===== src/rtl/button_debouncer.sv =====
// Push-button debouncer: two-flop synchronizer, stability counter, registered
// press/release pulses and a saturating press counter.
`ifndef XPROP_ASSIGN
`define XPROP_ASSIGN(sel, lhs) if ($isunknown(sel)) lhs = 'x;
`endif

module button_debouncer #(
  parameter int unsigned N = 16
) (
  input  logic       clk,
  input  logic       rst,
  input  logic       btn_raw,
  output logic       btn_clean,
  output logic       btn_press,
  output logic       btn_release,
  output logic [7:0] press_count
);

  localparam int unsigned CW = ($clog2(N) < 1) ? 1 : $clog2(N);
  localparam logic [CW-1:0] CNT_MAX = CW'(N - 1);

  logic          s1_q, s1_d;
  logic          s2_q, s2_d;
  logic [CW-1:0] cnt_q, cnt_d;
  logic          clean_q, clean_d;
  logic          press_q, press_d;
  logic          release_q, release_d;
  logic [7:0]    count_q, count_d;
  logic          btn_sync;

  assign btn_sync = s2_q;

  always_comb begin
    s1_d      = btn_raw;
    s2_d      = s1_q;
    cnt_d     = cnt_q;
    clean_d   = clean_q;
    press_d   = 1'b0;
    release_d = 1'b0;
    count_d   = count_q;

    // Any agreement with the current level discards the partial count.
    if (btn_sync == clean_q) begin
      cnt_d = '0;
    end else if (cnt_q == CNT_MAX) begin
      clean_d = btn_sync;
      cnt_d   = '0;
    end else begin
      cnt_d = cnt_q + CW'(1);
    end

    press_d   = clean_d & ~clean_q;
    release_d = ~clean_d & clean_q;

    if (press_d && (count_q != 8'hFF)) begin
      count_d = count_q + 8'd1;
    end

`ifndef SYNTHESIS
    `XPROP_ASSIGN({btn_sync, clean_q}, cnt_d)
    `XPROP_ASSIGN({btn_sync, clean_q}, clean_d)
    `XPROP_ASSIGN({btn_sync, clean_q}, press_d)
    `XPROP_ASSIGN({btn_sync, clean_q}, release_d)
    `XPROP_ASSIGN({btn_sync, clean_q}, count_d)
`endif
  end

  always_ff @(posedge clk) begin
    if (rst) begin
      s1_q      <= 1'b0;
      s2_q      <= 1'b0;
      cnt_q     <= '0;
      clean_q   <= 1'b0;
      press_q   <= 1'b0;
      release_q <= 1'b0;
      count_q   <= 8'd0;
    end else begin
      s1_q      <= s1_d;
      s2_q      <= s2_d;
      cnt_q     <= cnt_d;
      clean_q   <= clean_d;
      press_q   <= press_d;
      release_q <= release_d;
      count_q   <= count_d;
    end
  end

  assign btn_clean   = clean_q;
  assign btn_press   = press_q;
  assign btn_release = release_q;
  assign press_count = count_q;

`ifndef SYNTHESIS
  // Pulses are mutually exclusive and never back-to-back.
  always @(posedge clk) begin
    if (!rst) begin
      assert (!(press_q && release_q));
      assert (!(press_q && press_d));
      assert (!(release_q && release_d));
    end
  end
`endif

endmodule


===== config.mk =====
export PLATFORM = sky130hd
export DESIGN_NAME = button_debouncer
export DESIGN_NICKNAME = d
export VERILOG_FILES = /design/src/rtl/button_debouncer.sv
export SDC_FILE = /design/constraint.sdc
export NUM_CORES = 1
export LEC_CHECK = 0
export ABC_AREA = 1
export BUFFER_PORTS_ARGS = -buffer_cell sky130_fd_sc_hd__buf_2
export CORE_MARGIN = 2
export CORE_UTILIZATION = 55
export CTS_CLUSTER_SIZE = 10
export DETAILED_ROUTE_END_ITERATION = 12
export PLACE_DENSITY = 0.76
export SYNTH_ARGS = -nofsm -noshare
export SYNTH_HDL_FRONTEND = slang
export SYNTH_SLANG_ARGS = --single-unit

===== constraint.sdc =====
create_clock -name clk -period 3.05 [get_ports clk]
set_input_delay 0 -clock clk [delete_from_list [all_inputs] [get_ports clk]]
set_output_delay 0 -clock clk [all_outputs]
set_load 0.005 [all_outputs]

## After elaboration in Yosys (flattened, before gate mapping)

Index checks and enable logic that the tools add are counted.

- Add/subtract/negate cells: 2
- Eq/ne operators: 3
- Multiplexer cells: 2
- Bitwise operators: 4
- Reduce and logical (&&, ||, !) cells: 2

Operators with widths:

| kind | count |
|---|---|
| $add 8x1->8 const B | 1 |
| $ne 8x8->1 const B | 1 |
| $add 4x1->4 const B | 1 |
| $eq 4x4->1 const B | 1 |
| $reduce_or 3->1 | 1 |
| $and 1x1->1 | 2 |
| $mux 1 | 2 |
| $not 1->1 | 2 |
| $eq 1x1->1 | 1 |
| $logic_and 1x1->1 | 1 |

- Register bits after elaboration: 17
- Input port bits: 3
- Output and inout bits: 11

## Depth between registers and ports, before layout

Gate-level depths: netlist of run 1.

- Word-level depth: 5
- Mapped depth: 8

## Worst setup path before layout of run 1

Ideal clock, no wire load.

- Path kind: register to register
- Start: reg count_q[0] (netlist: press_count[0])
- End: reg count_q[0] (netlist: press_count[0])
- Setup time: 0.113 ns
- Data arrival time: 1.156 ns
- Path slack: 1.781 ns
- Cell stages (with the launch flop): 9
- Path buffers: 0
- Period minus slack after synthesis: 1.269 ns
- Path through: dfxtp_1 -> ha_1 -> nand2_1 -> nor2_1 -> nand2_1 -> inv_1 -> nor2_1 -> nor2_1 -> nor2_1

- Longest elaborated chain between the ends: 2
- Elaborated cells on any way between the ends: 3
- Classes of those cells: 1 x add/sub; 1 x eq/ne; 1 x reduce/logical

RTL lines:

| item | RTL line | RTL |
|---|---|---|
| start: declaration | 28 | `logic [7:0] count_q, count_d;` |
| start signal: assignment | 84 | `count_q <= count_d;` |
| parallel branches: the longest is 2 deep, another holds $add 8x1->8 | n/a |  |

Several ways; the timed one is not identified.
A chain may end at the register's enable or synchronous reset.

## Final worst setup path of run 1

- Start: reg count_q[0] (netlist: press_count[0])
- End: reg count_q[1] (netlist: press_count[1])

Same word-level chain as after synthesis.

==> key figures, run 1 <==
Pwr
  – Lkg Pwr: 0.408 nW
  – Pwr dens: 390 mW/mm^2
  – VDD IR max: 0.000325 V

Clock tree
  – Root buf cell: clkbuf_4
  – CTS Buf Count: 3
  – Worst-path clk slew: 0.10 ns
  – CTS HTree Levels: 1
  – # Post-CTS Setup Buffers: 0
  – CTS tree: done
  – CTS sink cnt: 17
  – Worst-Skew Late Latency: 0.29 ns
  – Clock Path Buffers: 2

Drt
  – Initial DRC Count: 10
  – DR vias/cell: 4.97
  – Drt pass-1 iters: 4
  – Antenna viol nets, final: 0
  – Drt total wl: 1.56 mm
  – DRC viols: 0
  – Vias: 725
  – Routed wire per std cell: 10.7 um

STA
  – Setup TNS Final: 0 ns
  – Hold_ws: 0.405 ns
  – Final Critical Period: 1.46 ns
  – Fmax: 0.684 GHz
  – Setup WS post-layout: 1.59 ns
  – Relative slew margins: 73.0%
  – Final slew viol count: 0
  – Clock Skews: 0.000766 ns
  – Worst Tran Pin Value: 0.403 ns
  – Final setup vio count: 0
  – Fin. Hold Viols: 0
  – Crit share post-route: 48.0%
  – RSZ-0062 raised after global routing: false

Critical path
  – Crit. End Element: flop
  – Worst-path fanout max: 7
  – CP Launch Type: flop
  – CP Class: reg -> reg
  – WP data required: 3.25 ns
  – CP arrival: 1.67 ns

Floorplanning
  – Ports: 14
  – Row cnt: 13
  – Die Y: 41.9 um
  – Die W: 41.9 um
  – Die area: 0.00175 sq mm
  – Initial core utilization: 59.8%
  – Core Area: 0.00132 sq mm

Synthesis
  – Register bit total from synthesis: 17
  – Adder-Cell Fraction of Synth Area: 3.17%
  – Syn Std Cell Area: 788 sq um
  – Compound-Gate Fraction of Synth Area: 6.03%
  – Sequential fraction of the synthesis area: 43.2%
  – Post-synthesis xor/xnor area fraction: 1.11%
  – Yosys Warn Count: 0
  – Largest family of logic cells by synthesized area: simple AND/OR/NAND/NOR gates
  – Syn Inst Count: 112
  – Avg Inst Size Synth: 7.04 sq um
  – Simple-Gate Fraction of Synth Area: 38.9%
  – Cell variety after synth: 20
  – Syn Nets: 117
  – Proportion of synthesized area in mux cells: 0%

Final layout
  – Final Core Density: 70.2%
  – Layout cells sized above 1: 15.3%
  – Antenna cells: 0
  – Final Cell Area: 925 sq um
  – Fill cells: 116
  – Synthesis-to-layout area growth: 17.3%
  – FF+latch area: 340 sq um
  – Area of the multi-input gates: 388 sq um
  – Net count, final: 137

Placed design
  – Post-Place Cell Area: 868 sq um
  – Buffers on Ports: 13
  – Post-DP HPWL: 1.13 mm
  – Final GP Congestion: 0.854
  – Pre-CTS setup slack: 1.61 ns

Global routing
  – Top Usage Layer GRT: met2
  – Initial antenna violation count: 0
  – Pin count of the biggest net entering global routing: 11
  – GR Util met3: 3.91%
  – GRT overflow: 0
  – Global-route wire length before repair: 2.73 mm
  – M2 GR Usage: 30.0%
  – Met1 GRT Util: 27.3%
  – GRT Total Usage: 20.0%
  – Vias in the first global route: 645

Status
  – Run status: finished, final reports clean

Hold path
  – Worst min-delay path class: reg -> reg

Job
  – Max-cap viol count: 0
path summary, 6_finish.rpt:
kind,startpoint,endpoint,slack (ns),depth (start not counted)
setup reg to reg,press_count[0]$_SDFFE_PP0P_,press_count[1]$_SDFFE_PP0P_,1.59,8
hold / removal,s1_q$_SDFF_PP0_,btn_sync$_SDFF_PP0_,0.41,2
hold reg to reg,s1_q$_SDFF_PP0_,btn_sync$_SDFF_PP0_,0.41,2
setup / recovery,press_count[0]$_SDFFE_PP0P_,press_count[1]$_SDFFE_PP0P_,1.59,8
cell families after synthesis:
kind of cell	after synthesis
flip-flops	17
adder cells (fa/ha/maj)	2
buffers and inverters	16
XOR/XNOR	1
AO/OA/AOI/OAI	9
AND/OR/NAND/NOR	67
registers in the layout, summed over array words and instances (netlist names):
register     cells
press_count      8
cnt_q            4
btn_clean        1
btn_press        1
btn_release      1
btn_sync         1
s1_q             1
final cells by class:
type | count | area share (%)
clock buffer | 4 | 2.84
timing repair buffer | 16 | 10.3
inverter | 15 | 6.09
tap | 15 | 2.03
multi-input combinational | 79 | 41.9
sequential | 17 | 36.8
synth_stat cells (all sizes together):
cell type / count / share of area [%]
xor2: 1 / 1.1
o21ai: 1 / 0.63
nor2: 26 / 13
clkbuf: 1 / 0.48
nor3b: 1 / 0.95
nand3: 12 / 8.3
a21oi: 7 / 4.4
nor3: 3 / 3.3
nand4: 3 / 2.4
dfxtp: 17 / 43
nand2: 20 / 9.5
ha: 2 / 3.2
inv: 15 / 7.1
nand3b: 1 / 0.95
a211oi: 1 / 0.95
nor4: 1 / 0.79
worst max-delay path, stage by stage, from the launching register on:
cell	delay, ns
dfxtp_1	0.46
ha_1	0.24
nand2_1	0.10
nor2_1	0.14
nand2_1	0.15
inv_1	0.08
nor2_1	0.06
nor2_1	0.09
nor2_1	0.05
metrics by stage:
step           instances  total power [W]
2_1_floorplan        112         0.000236
3_3_place_gp         139         0.000238
3_5_place_dp         139         0.000239
4_1_cts              146         0.000359
5_1_grt              146         0.000369
6_report             146         0.000361
report_power, final:
group	internal [W]	switching, W
clock network	0.0000510	0.0000735
logic	0.00000542	0.00000644
registers	0.000223	0.00000127
total	0.000280	0.0000812
placed cells by master (no fill, tap or decap):
cell           synthesis  routed
nand2_1               20      20
nor3_1                 2       2
inv_2                  1       1
nand3_2                1       1
nor3b_1                1       1
inv_1                 14      14
nand3b_1               1       1
nand4_1                3       3
dlygate4sd3_1          0       3
dfxtp_1               17      17
o21ai_0                1       1
nand3_1               11      11
nor2_1                25      25
clkbuf_4               0       3
nor4_1                 1       1
a211oi_1               1       1
clkbuf_1               1       1
ha_1                   2       2
xor2_1                 1       1
buf_2                  0      13
a21oi_1                7       7
nor2_2                 1       1
nor3_4                 1       1
what timing repair did:
| item | in CTS | in global routing |
|---|---|---|
| hold buffers | 3 | 0 |
| gates resized for setup | 0 | 0 |
| hold endpoints to repair | 6 | 0 |
layer usage:
metal,vias to the layer above,share of wire [%],wire (um)
met2,18,40,627
met3,5,4.6,72
met5,-,0,0
met1,307,53,829
met4,0,2.2,34
li1,395,-,-
(Power assumes the default switching activity.)
==> run 2: changes to the inputs <==
--- a/config.mk
+++ b/config.mk
@@ -5,13 +5,13 @@
 export SDC_FILE = /design/constraint.sdc
 export NUM_CORES = 1
 export LEC_CHECK = 0
-export ABC_AREA = 1
+export ABC_AREA = 0
 export BUFFER_PORTS_ARGS = -buffer_cell sky130_fd_sc_hd__buf_2
 export CORE_MARGIN = 2
-export CORE_UTILIZATION = 55
+export CORE_UTILIZATION = 50
 export CTS_CLUSTER_SIZE = 10
 export DETAILED_ROUTE_END_ITERATION = 12
-export PLACE_DENSITY = 0.76
+export PLACE_DENSITY = 0.71
 export SYNTH_ARGS = -nofsm -noshare
 export SYNTH_HDL_FRONTEND = slang
 export SYNTH_SLANG_ARGS = --single-unit
==> constraint.sdc (replaced) <==
create_clock -name clk -period 1.5 [get_ports clk]
set_input_delay 0 -clock clk [delete_from_list [all_inputs] [get_ports clk]]
set_output_delay 0 -clock clk [all_outputs]
set_load 0.005 [all_outputs]
==> run 2 against run 1 <==
Compared with the run above: register-to-register slack got worse by 1.6 ns; largest cell class unchanged; critical path type unchanged; cell count shrank 22%; final area decreased by 0.41%; worst hold slack got worse by 0.37 ns; die area decreased by 1.5%; critical endpoint is now press_count[5]$_SDFFE_PP0P_; maximum frequency shrank 0.27%; clock skew is 0.0018 ns higher; setup slack got worse by 1.6 ns; first-iteration DRC count is 10% higher.
==> key figures, run 2 <==
Status
  – Run status: finished, final reports clean (unchanged)

Critical path
  – CP Class: reg -> reg (unchanged)
  – CP arrival: 1.69 ns (was 1.67 ns)
  – CP Launch Type: flop (unchanged)
  – Crit. End Element: flop (unchanged)
  – Worst Reg-to-Reg Cells: 5 (was 8)
  – Worst-path fanout max: 5 (was 7)
  – WP data required: 1.73 ns (was 3.25 ns)

Synthesis
  – Synth Flop Type: dfxtp_1 (unchanged)
  – Syn Std Cell Area: 704 sq um (was 788 sq um)
  – Largest cells by area after synthesis: dfxtp_1, nor2_1, nand3_1 (was dfxtp_1, nor2_1, nand2_1)
  – Largest area contributor in the netlist: dfxtp_1 (unchanged)
  – Sequential fraction of the synthesis area: 48.3% (was 43.2%)
  – Syn Nets: 79 (was 117)
  – Most common cell in the netlist: dfxtp_1 (was nor2_1)
  – Avg Inst Size Synth: 9.52 sq um (was 7.04 sq um)
  – Number of synthesized flops with an enable pin: 0 (unchanged)
  – Yosys Warn Count: 0 (unchanged)
  – Syn Inst Count: 74 (was 112)
  – Cell variety after synth: 26 (was 20)
  – Fraction of registers with async set or reset after synthesis: 0% (unchanged)
  – Register bit total from synthesis: 17 (unchanged)
  – Post-synth top area share: 48.3% (was 43.2%)
  – Synth cell count leaders: dfxtp_1, nor2_1, nand3_1, a21oi_1, nand2_1 (was nor2_1, nand2_1, dfxtp_1, inv_1, nand3_1)

STA
  – Worst Tran Pin Value: 0.460 ns (was 0.403 ns)
  – Clock Skews: 0.00258 ns (was 0.000766 ns)
  – Fin. Hold Viols: 0 (unchanged)
  – RSZ-0062 raised after global routing: true (was false)
  – Crit share post-route: 97.8% (was 48.0%)
  – Final setup vio count: 0 (unchanged)
  – Hold_ws: 0.0401 ns (was 0.405 ns)
  – Final slew viol count: 0 (unchanged)
  – Fmax: 0.682 GHz (was 0.684 GHz)
  – Final Critical Period: 1.47 ns (was 1.46 ns)
  – Relative slew margins: 69.0% (was 73.0%)

Pwr
  – Pwr dens: 780 mW/mm^2 (was 390 mW/mm^2)
  – VDD IR max: 0.000471 V (was 0.000325 V)
  – Total power: 0.000718 W (was 0.000361 W)
  – Lkg Pwr: 0.373 nW (was 0.408 nW)

Global routing
  – GRT overflow: 0 (unchanged)
  – Vias in the first global route: 546 (was 645)
  – Global-route wire length before repair: 2.30 mm (was 2.73 mm)
  – Pin count of the biggest net entering global routing: 15 (was 11)
  – Initial antenna violation count: 0 (unchanged)
  – GRT Total Usage: 17.7% (was 20.0%)

Floorplanning
  – Die W: 41.5 um (was 41.9 um)
  – Ports: 14 (unchanged)
  – Initial core utilization: 54.1% (was 59.8%)
  – Die Y: 41.5 um (was 41.9 um)
  – Core Area: 0.00130 sq mm (was 0.00132 sq mm)
  – Row cnt: 13 (unchanged)
  – Die area: 0.00173 sq mm (was 0.00175 sq mm)

Final layout
  – FF+latch area: 347 sq um (was 340 sq um)
  – Net count, final: 105 (was 137)
  – Fill cells: 104 (was 116)
  – Layout cells sized above 1: 36.4% (was 15.3%)
  – Area of the multi-input gates: 387 sq um (was 388 sq um)
  – Max reg flops: 8 (unchanged)
  – Fin cells: 114 (was 146)
  – Antenna cells: 0 (unchanged)
  – Synthesis-to-layout area growth: 30.7% (was 17.3%)
  – Most common cell after layout, fill and taps aside: buf_2 (was nor2_1)
  – Most frequent cells in the layout: buf_2, dfxtp_1, nor2_1 (was nor2_1, nand2_1, dfxtp_1)

Job
  – Max-cap viol count: 0 (unchanged)

Clock tree
  – CTS sink cnt: 17 (unchanged)
  – Root buf cell: clkbuf_4 (unchanged)
  – CTS tree: done (unchanged)
  – CTS HTree Levels: 1 (unchanged)
  – Clock Path Buffers: 2 (unchanged)
  – CTS Buf Count: 3 (unchanged)
  – Worst-path clk slew: 0.09 ns (was 0.10 ns)
  – Worst-Skew Late Latency: 0.29 ns (about the same)

Drt
  – Initial DRC Count: 11 (was 10)
  – Drt total wl: 1.30 mm (was 1.56 mm)
  – Vias: 615 (was 725)
  – Drt pass-1 iters: 4 (unchanged)
  – DR vias/cell: 5.39 (was 4.97)
  – DRC viols: 0 (unchanged)
  – Antenna viol nets, final: 0 (unchanged)
  – Routed wire per std cell: 11.4 um (was 10.7 um)

Placed design
  – Final GP Congestion: 0.779 (was 0.854)
  – Inst Count DP: 107 (was 139)
  – Buffers on Ports: 13 (unchanged)
  – Post-DP HPWL: 959 um (was 1.13 mm)

Hold path
  – Worst min-delay path class: in -> reg (was reg -> reg)
  – Hold-critical path depth: 2 (unchanged)
run 2: cell count changes in the layout (fill, tap and decap cells not counted), sizes merged, moves of 6 or more:
cell | before | now
buf | 13 | 21
inv | 15 | 1
nor2 | 26 | 10
nand3 | 12 | 6
nand2 | 20 | 4
run 2: per-stage QoR:
stage	utilization, %	TNS (ns)	worst slack, ns	cell area, sq um
after floorplan	-	0	0.00469	707
after global placement	63.9	0	0.0397	832
after detailed placement	63.9	0	0.00921	832
after CTS	67.3	0	0.000710	876
after global routing	70.8	-0.0237	-0.0237	921
final	70.8	0	0.0332	921
run 2: cells by family after synthesis:
logic type / Yosys count / synth area share [%]
buf+inv: 2 / 1.06
compound gates: 10 / 10.3
flops: 17 / 48.3
xor+xnor: 4 / 4.97
fa+ha+maj: 2 / 3.55
mux: 2 / 2.84
simple gates: 37 / 29.0
run 2: final timing paths:
check                                         start                     endpoint  slack, ns
worst max-delay path            cnt_q[1]$_SDFF_PP0_  press_count[5]$_SDFFE_PP0P_       0.03
worst max register to register  cnt_q[1]$_SDFF_PP0_  press_count[5]$_SDFFE_PP0P_       0.03
worst min register to register      s1_q$_SDFF_PP0_          btn_sync$_SDFF_PP0_       0.46
worst min-delay path                            rst  press_count[3]$_SDFFE_PP0P_       0.04
run 2: critical path, cell delays in order, from the launching register on:
cell and delay, ns:
dfxtp_2 0.36, ha_4 0.14, and3_4 0.20, o211ai_4 0.08
or4_1 0.48, a21oi_1 0.14
run 2: cell type report:
type,count,share of cell area [%]
clock buffers,4,2.85
flip-flops and latches,17,37.6
well taps,15,2.04
multi-input cells,55,42.0
repair buffers,22,15.1
inverters,1,0.408
run 2: routing by layer:
metal  up-vias  global-route usage [%]  share of wire, %
li1        314                       -                 -
met1       273                    21.7                47
met2        24                    26.3                45
met3         4                    5.65               5.9
met4         0                    11.6               2.6
met5         -                       0                 0
run 2: timing repair:
action,CTS,global route
pin swaps,0,1
hold buffers,1,0
setup buffers,1,1
endpoints found under the setup margin,1,6
endpoints found under the hold margin,1,0
resized for setup,0,10
run 2: power breakdown:
part           leakage (nW)  internal [W]  total [W]  switching (W)
logic                 0.218    0.00000806  0.0000189      0.0000108
registers             0.140      0.000454   0.000457     0.00000230
clock network        0.0150      0.000103   0.000243       0.000139
